`src/rtl/logic_join_pkg.sv`:
```
// Shared types and the bitwise operator for the logic join unit.
// apply_op works on MAX_W-bit vectors; callers truncate to their own width.
package logic_join_pkg;

  localparam int MAX_W = 64;

  typedef enum logic [1:0] {
    OP_AND = 2'b00,
    OP_OR  = 2'b01,
    OP_XOR = 2'b10,
    OP_NOR = 2'b11
  } op_t;

  typedef enum logic [1:0] {
    SLOT_EMPTY,
    SLOT_HAVE_A,
    SLOT_HAVE_B,
    SLOT_BOTH
  } slot_state_t;

  function automatic logic [MAX_W-1:0] apply_op(input op_t op,
                                                input logic [MAX_W-1:0] a,
                                                input logic [MAX_W-1:0] b);
    logic [MAX_W-1:0] r;
    r = '0;
    case (op)
      OP_AND:  r = a & b;
      OP_OR:   r = a | b;
      OP_XOR:  r = a ^ b;
      OP_NOR:  r = ~(a | b);
      default: r = '0;
    endcase
    return r;
  endfunction

endpackage

```
`src/rtl/logic_join_unit_fifo.sv`:
```
// Result FIFO: DEPTH entries, naturally wrapping pointers, head gated to 0 when empty.
// A push into a full FIFO is taken only alongside a same-cycle pop.
module result_fifo #(
  parameter int WIDTH = 8,
  parameter int DEPTH = 4
) (
  input  logic                     CLK,
  input  logic                     RST,
  input  logic                     push,
  input  logic [WIDTH-1:0]         push_data,
  input  logic                     pop,
  output logic [WIDTH-1:0]         head,
  output logic                     empty,
  output logic                     full,
  output logic [$clog2(DEPTH):0]   count
);

  localparam int PTR_W = $clog2(DEPTH);
  localparam int CNT_W = PTR_W + 1;

  logic [WIDTH-1:0] mem [DEPTH];
  logic [PTR_W-1:0] wr_ptr;
  logic [PTR_W-1:0] rd_ptr;
  logic             do_push;
  logic             do_pop;

  assign empty   = (count == '0);
  assign full    = (count == CNT_W'(DEPTH));
  assign do_pop  = pop & ~empty;
  assign do_push = push & (~full | do_pop);
  assign head    = empty ? '0 : mem[rd_ptr];

  // Storage is deliberately left out of reset.
  always_ff @(posedge CLK) begin
    if (do_push) mem[wr_ptr] <= push_data;
  end

  always_ff @(posedge CLK or posedge RST) begin
    if (RST) begin
      wr_ptr <= '0;
      rd_ptr <= '0;
      count  <= '0;
    end else begin
      if (do_push) wr_ptr <= wr_ptr + PTR_W'(1);
      if (do_pop)  rd_ptr <= rd_ptr + PTR_W'(1);
      if (do_push && !do_pop)      count <= count + CNT_W'(1);
      else if (do_pop && !do_push) count <= count - CNT_W'(1);
    end
  end

endmodule

```
`src/rtl/logic_join_unit.sv`:
```
// Two-operand bitwise join: one A slot (with op) and one B slot, fired together
// into a result FIFO when both are present and the FIFO can take the result.
module logic_join_unit
  import logic_join_pkg::*;
#(
  parameter int WIDTH = 8,
  parameter int DEPTH = 4
) (
  input  logic                   CLK,
  input  logic                   RST,
  input  logic [WIDTH-1:0]       a_data,
  input  logic [1:0]             a_op,
  input  logic                   a_en,
  output logic                   a_rdy,
  input  logic [WIDTH-1:0]       b_data,
  input  logic                   b_en,
  output logic                   b_rdy,
  output logic [WIDTH-1:0]       y_data,
  output logic                   y_rdy,
  input  logic                   y_en,
  output logic [$clog2(DEPTH):0] y_count
);

  slot_state_t      state_q;
  slot_state_t      state_d;
  logic [WIDTH-1:0] a_q;
  logic [WIDTH-1:0] b_q;
  op_t              op_q;
  logic             a_full;
  logic             b_full;
  logic             a_next;
  logic             b_next;
  logic             a_acc;
  logic             b_acc;
  logic             fire;
  logic             fifo_full;
  logic             fifo_empty;
  logic [WIDTH-1:0] result;

  assign a_full = (state_q == SLOT_HAVE_A) || (state_q == SLOT_BOTH);
  assign b_full = (state_q == SLOT_HAVE_B) || (state_q == SLOT_BOTH);

  // A full FIFO can still take the result when the consumer pops this cycle.
  assign fire  = a_full & b_full & (~fifo_full | y_en);
  assign a_rdy = ~a_full | fire;
  assign b_rdy = ~b_full | fire;
  assign a_acc = a_en & a_rdy;
  assign b_acc = b_en & b_rdy;
  assign y_rdy = ~fifo_empty;

  assign result = WIDTH'(apply_op(op_q, MAX_W'(a_q), MAX_W'(b_q)));

  always_comb begin
    state_d = state_q;
    a_next  = (a_full & ~fire) | a_acc;
    b_next  = (b_full & ~fire) | b_acc;
    case ({a_next, b_next})
      2'b00:   state_d = SLOT_EMPTY;
      2'b10:   state_d = SLOT_HAVE_A;
      2'b01:   state_d = SLOT_HAVE_B;
      2'b11:   state_d = SLOT_BOTH;
      default: state_d = SLOT_EMPTY;
    endcase
  end

  always_ff @(posedge CLK or posedge RST) begin
    if (RST) state_q <= SLOT_EMPTY;
    else     state_q <= state_d;
  end

  always_ff @(posedge CLK or posedge RST) begin
    if (RST) begin
      a_q  <= '0;
      b_q  <= '0;
      op_q <= OP_AND;
    end else begin
      if (a_acc) begin
        a_q  <= a_data;
        op_q <= op_t'(a_op);
      end
      if (b_acc) b_q <= b_data;
    end
  end

  result_fifo #(
    .WIDTH(WIDTH),
    .DEPTH(DEPTH)
  ) u_fifo (
    .CLK       (CLK),
    .RST       (RST),
    .push      (fire),
    .push_data (result),
    .pop       (y_en),
    .head      (y_data),
    .empty     (fifo_empty),
    .full      (fifo_full),
    .count     (y_count)
  );

endmodule

```
`config.mk`:
```
export PLATFORM = sky130hd
export DESIGN_NAME = logic_join_unit
export DESIGN_NICKNAME = d
export VERILOG_FILES = /design/src/rtl/logic_join_pkg.sv /design/src/rtl/logic_join_unit_fifo.sv /design/src/rtl/logic_join_unit.sv
export SDC_FILE = /design/constraint.sdc
export NUM_CORES = 1
export LEC_CHECK = 0
export ABC_AREA = 1
export CORE_UTILIZATION = 45
export DETAILED_ROUTE_END_ITERATION = 6
export PLACE_DENSITY_LB_ADDON = 0.1
export SLEW_MARGIN = 10
export SYNTH_ARGS = -nofsm -noshare
export SYNTH_HDL_FRONTEND = slang
export SYNTH_HIERARCHICAL = 1
export SYNTH_SLANG_ARGS = --single-unit
```
`constraint.sdc`:
```
create_clock -name CLK -period 2.3 [get_ports CLK]
set_input_delay 0.69 -clock CLK [delete_from_list [all_inputs] [get_ports CLK]]
set_output_delay 0.69 -clock CLK [all_outputs]
set_load 0.01 [all_outputs]
```
==> results, run 1 <==
- The clock latency on the worst-skew pair is ~0.33 ns.
- The part of the cycle the worst path needs is a little over nine tenths.
- For this design the top-level I/O count stands at 37.
- The worst setup slack before clock tree synthesis is -0.415 ns.
- The number of placement rows is 30.
- The placed wire-length estimate after detailed placement is 4290 um.
- After clock tree synthesis, the clock-pin slew on the worst setup and hold paths is 0.06 ns.
- The via count of the first global-routing pass is 2213.
- Leaving out fill and tap cells, the most frequent cell in the layout is nand2_1.
- For this block, the via count after detailed routing is 2335.
- The count of cells in the finished layout, fillers not included, comes to 529.
- The CTS root buffer is clkbuf_8.
- The total inserted antenna cells is 0.
- The final critical delay including setup and external delays is 2.22 ns.
- For this run, the post-layout net count is between 400 and 500.
- The number of filler cells placed in the layout is around 590.
- The path type of the worst min-delay path is register to register.
- The number of nets handed over by synthesis was 411.
- The share of layout cells above drive strength 1 is 14.3%.
- The DRC violation count after routing is 0.
- The count of state elements after synthesis is between 50 and 60.
- The number of cells in the design after placement is 508.
- During synthesis, Yosys emitted a total of 6 warnings.
- The total of hold buffers inserted after clock tree synthesis is 0.
- The congestion estimate from routability-driven global placement came to 0.792.
- The leakage power of the design is around 0.002 uW.
- Measured along the y axis, the die boundary spans 85.7 um.
- TritonCTS built the clock tree.
- After synthesis, flip-flops and latches occupy 51.9% of the total area.
- The average via count per standard cell is 4.41.
- The critical path startpoint category is a register.
- For this design the ratio of total power to cell area is between 1000 and 1500 nW/um2.
- The max-slew violation count is 0.
- Setup violations remaining at the end of the flow were counted as 0.
- Timing would allow up to 451 MHz.
- The final worst-path setup slack is roughly 0.084 ns.
- The worst hold slack is 0.503 ns.
- The number of unique standard cell types used by synthesis is 22.
- The arrival time of the worst setup path is 1.53 ns.
- In the layout the commonest cells are 120 x nand2_1, 78 x inv_1, 37 x nand3_1, 32 x edfxtp_1.
- Entering global routing, the biggest net connects 21 pins.
- The starting density of the core is 46.4%.
- The peak ir drop on the vdd network is about 0.00045 V.
- The cell count after synthesis is 366.
- For the pin with the worst max-slew slack, the measured transition is between 0.5 and 0.6 ns.
- The detailed-route wire length per cell is 11.0 um.
- Setup repair after global routing left no endpoint under its margin.
- Max-cap violations in this run came to 0.
- The final hold violation count is 0.
- The die width is 85.7 um.
- The core region is 6790 um2.
- The top fanout value on the critical path is 7.
- The synthesized area is approximately 3200 um2.
- Compared with the post-synthesis result, the final layout area differs by 24.9%.
- The clock arrives with 0.00500 ns of skew.
- The maximum root-to-sink buffer count is 2.
- The final wirelength is 5810 um.
- In this run the tool buffered the top-level ports with 36 buffer cells.
- The sort of element at the end of the critical path is a primary output.
- Of all cell types, the one taking the most synthesized area is edfxtp_1.
- In this run the mean area of a mapped cell was 8.62 um2.
- For this run the aggregate overflow at the end of global routing stands at 0.
- The number of antenna violations at the first check in global routing came to 0.
- The required time at the endpoint of the critical path is 1.61 ns.
- The global router's overall resource usage is between 10% and 20%.
- The flow ran to the end, and the final reports show no timing, DRC or antenna violations.
- The first routing iteration left 108 violations.
- The top-area cell type share of the netlist area is around 30%.
- The count of nets left with antenna violations once routing finished came out at 0.
- The clock tree synthesis step divided the H-tree into 3 levels.
- The tree built by TritonCTS fans out to 59 sinks.
- Yosys attributes the largest share of cell area to edfxtp_1 30%, dfrtp_1 21%, nand2_1 15%.
- Clock tree synthesis inserted a total of 9 buffers.
- The area of the die is 7350 um2.
- The first detailed-routing pass took 4 iterations.
- The wire length of the first global-routing pass is 10000 um.
- The type of the worst setup path is register to primary output.
- The worst pin sits at a relative slew slack of 64.1%.
==> kinds of logic after synthesis <==
logic type | Yosys count | share of synthesized area, %
XOR/XNOR | 2 | 0.555
buffers and inverters | 90 | 12.0
AO/OA/AOI/OAI | 9 | 1.55
adder cells (fa/ha/maj) | 22 | 8.96
flip-flops | 59 | 51.9
AND/OR/NAND/NOR | 184 | 25.1
==> worst max-delay path, cell delays in order, from the launching register on <==
cell	delay, ns
dfrtp_2	0.46
buf_4	0.18
nand2_1	0.06
nand3_1	0.07
a21oi_1	0.18
clkdlybuf4s15_1	0.26
==> path summary, 6_finish.rpt <==
kind / slack [ns] / cells past startpoint / startpoint / to
min: 0.50 / 2 / b_q[6] / b_q[6]
min in group asynchronous: 0.62 / 2 / RST / u_fifo/wr_ptr[0]
min reg2reg: 0.50 / 2 / b_q[6] / b_q[6]
max in group asynchronous: 1.38 / 3 / RST / b_q[5]
max: 0.08 / 5 / u_fifo/rd_ptr[0] / y_data[7]
max reg2reg: 0.23 / 12 / u_fifo/count[0] / u_fifo/count[1]
==> power by group <==
part | internal (uW) | total, uW | switching [uW]
registers | 1650 | 1880 | 229
clock network | 490 | 883 | 393
logic | 947 | 2280 | 1330
total | 3090 | 5040 | 1950
==> metrics by stage <==
| stage | cell area (um2) | power [uW] | setup TNS [ns] | util, % |
|---|---|---|---|---|
| global placement | 3700 | 4130 | -1.27 | 54.5 |
| finish | 3940 | 5040 | 0 | 58.0 |
| floorplan | 3160 | 3340 | 0 | - |
| CTS | 3900 | 5030 | -0.0869 | 57.4 |
| detailed placement | 3700 | 4180 | -1.35 | 54.5 |
| global route | 3940 | 5480 | 0 | 58.0 |
==> per-layer routing <==
metal  global-route usage, %  share of wire [%]  vias to the layer above
met1                    21.9                 46                     1015
met5                       0                  0                        -
met2                    30.5                 48                       56
met3                    3.46                3.6                        9
met4                    9.55                1.6                        0
li1                        -                  -                     1255
==> registers in the layout, indices dropped and copies added (netlist names) <==
signal / count
u_fifo/wr_ptr: 2
b_q: 8
u_fifo/rd_ptr: 2
a_q: 8
u_fifo/count: 3
u_fifo/mem: 32
state_q: 2
op_q: 2
==> timing repair <==
item | in CTS | in global routing
setup endpoints to repair | 11 | 13
pin swaps | 2 | 2
buffers inserted | 3 | 2
gates resized for setup | 21 | 15
endpoints found under the hold margin | 0 | 0
==> layout make-up <==
type,instances,area [um2],area share (%)
Timing Repair Buffer,59,518,13.1
Sequential cell,59,1640,41.6
Tap cell,96,120,3.05
Clock buffer,10,128,3.24
Multi-Input combinational cell,217,1160,29.5
Inverter,82,315,8.00
Clock inverter,6,56.3,1.43
==> synth_stat cells <==
master    instances
buf_6             3
nand2_1         122
ha_1             21
a21oi_1           7
nor2_1            6
inv_2             1
inv_1            80
nand3_1          37
fa_1              1
nor2_2            2
buf_4             3
nand3_2           2
buf_2             2
dfrtp_1          27
inv_6             1
o21ai_0           1
a21oi_2           1
nor3_1            1
xnor2_1           2
nand4_1           9
nand2_2           5
edfxtp_1         32
Note: power is estimated with default switching activity, not from simulation.
==> run 2, diff against run 1 <==
- HOLD_SLACK_MARGIN: not set -> 0.02
==> results of run 2 <==
No change in the layout: final DEF, timing and power equal those of run 1.
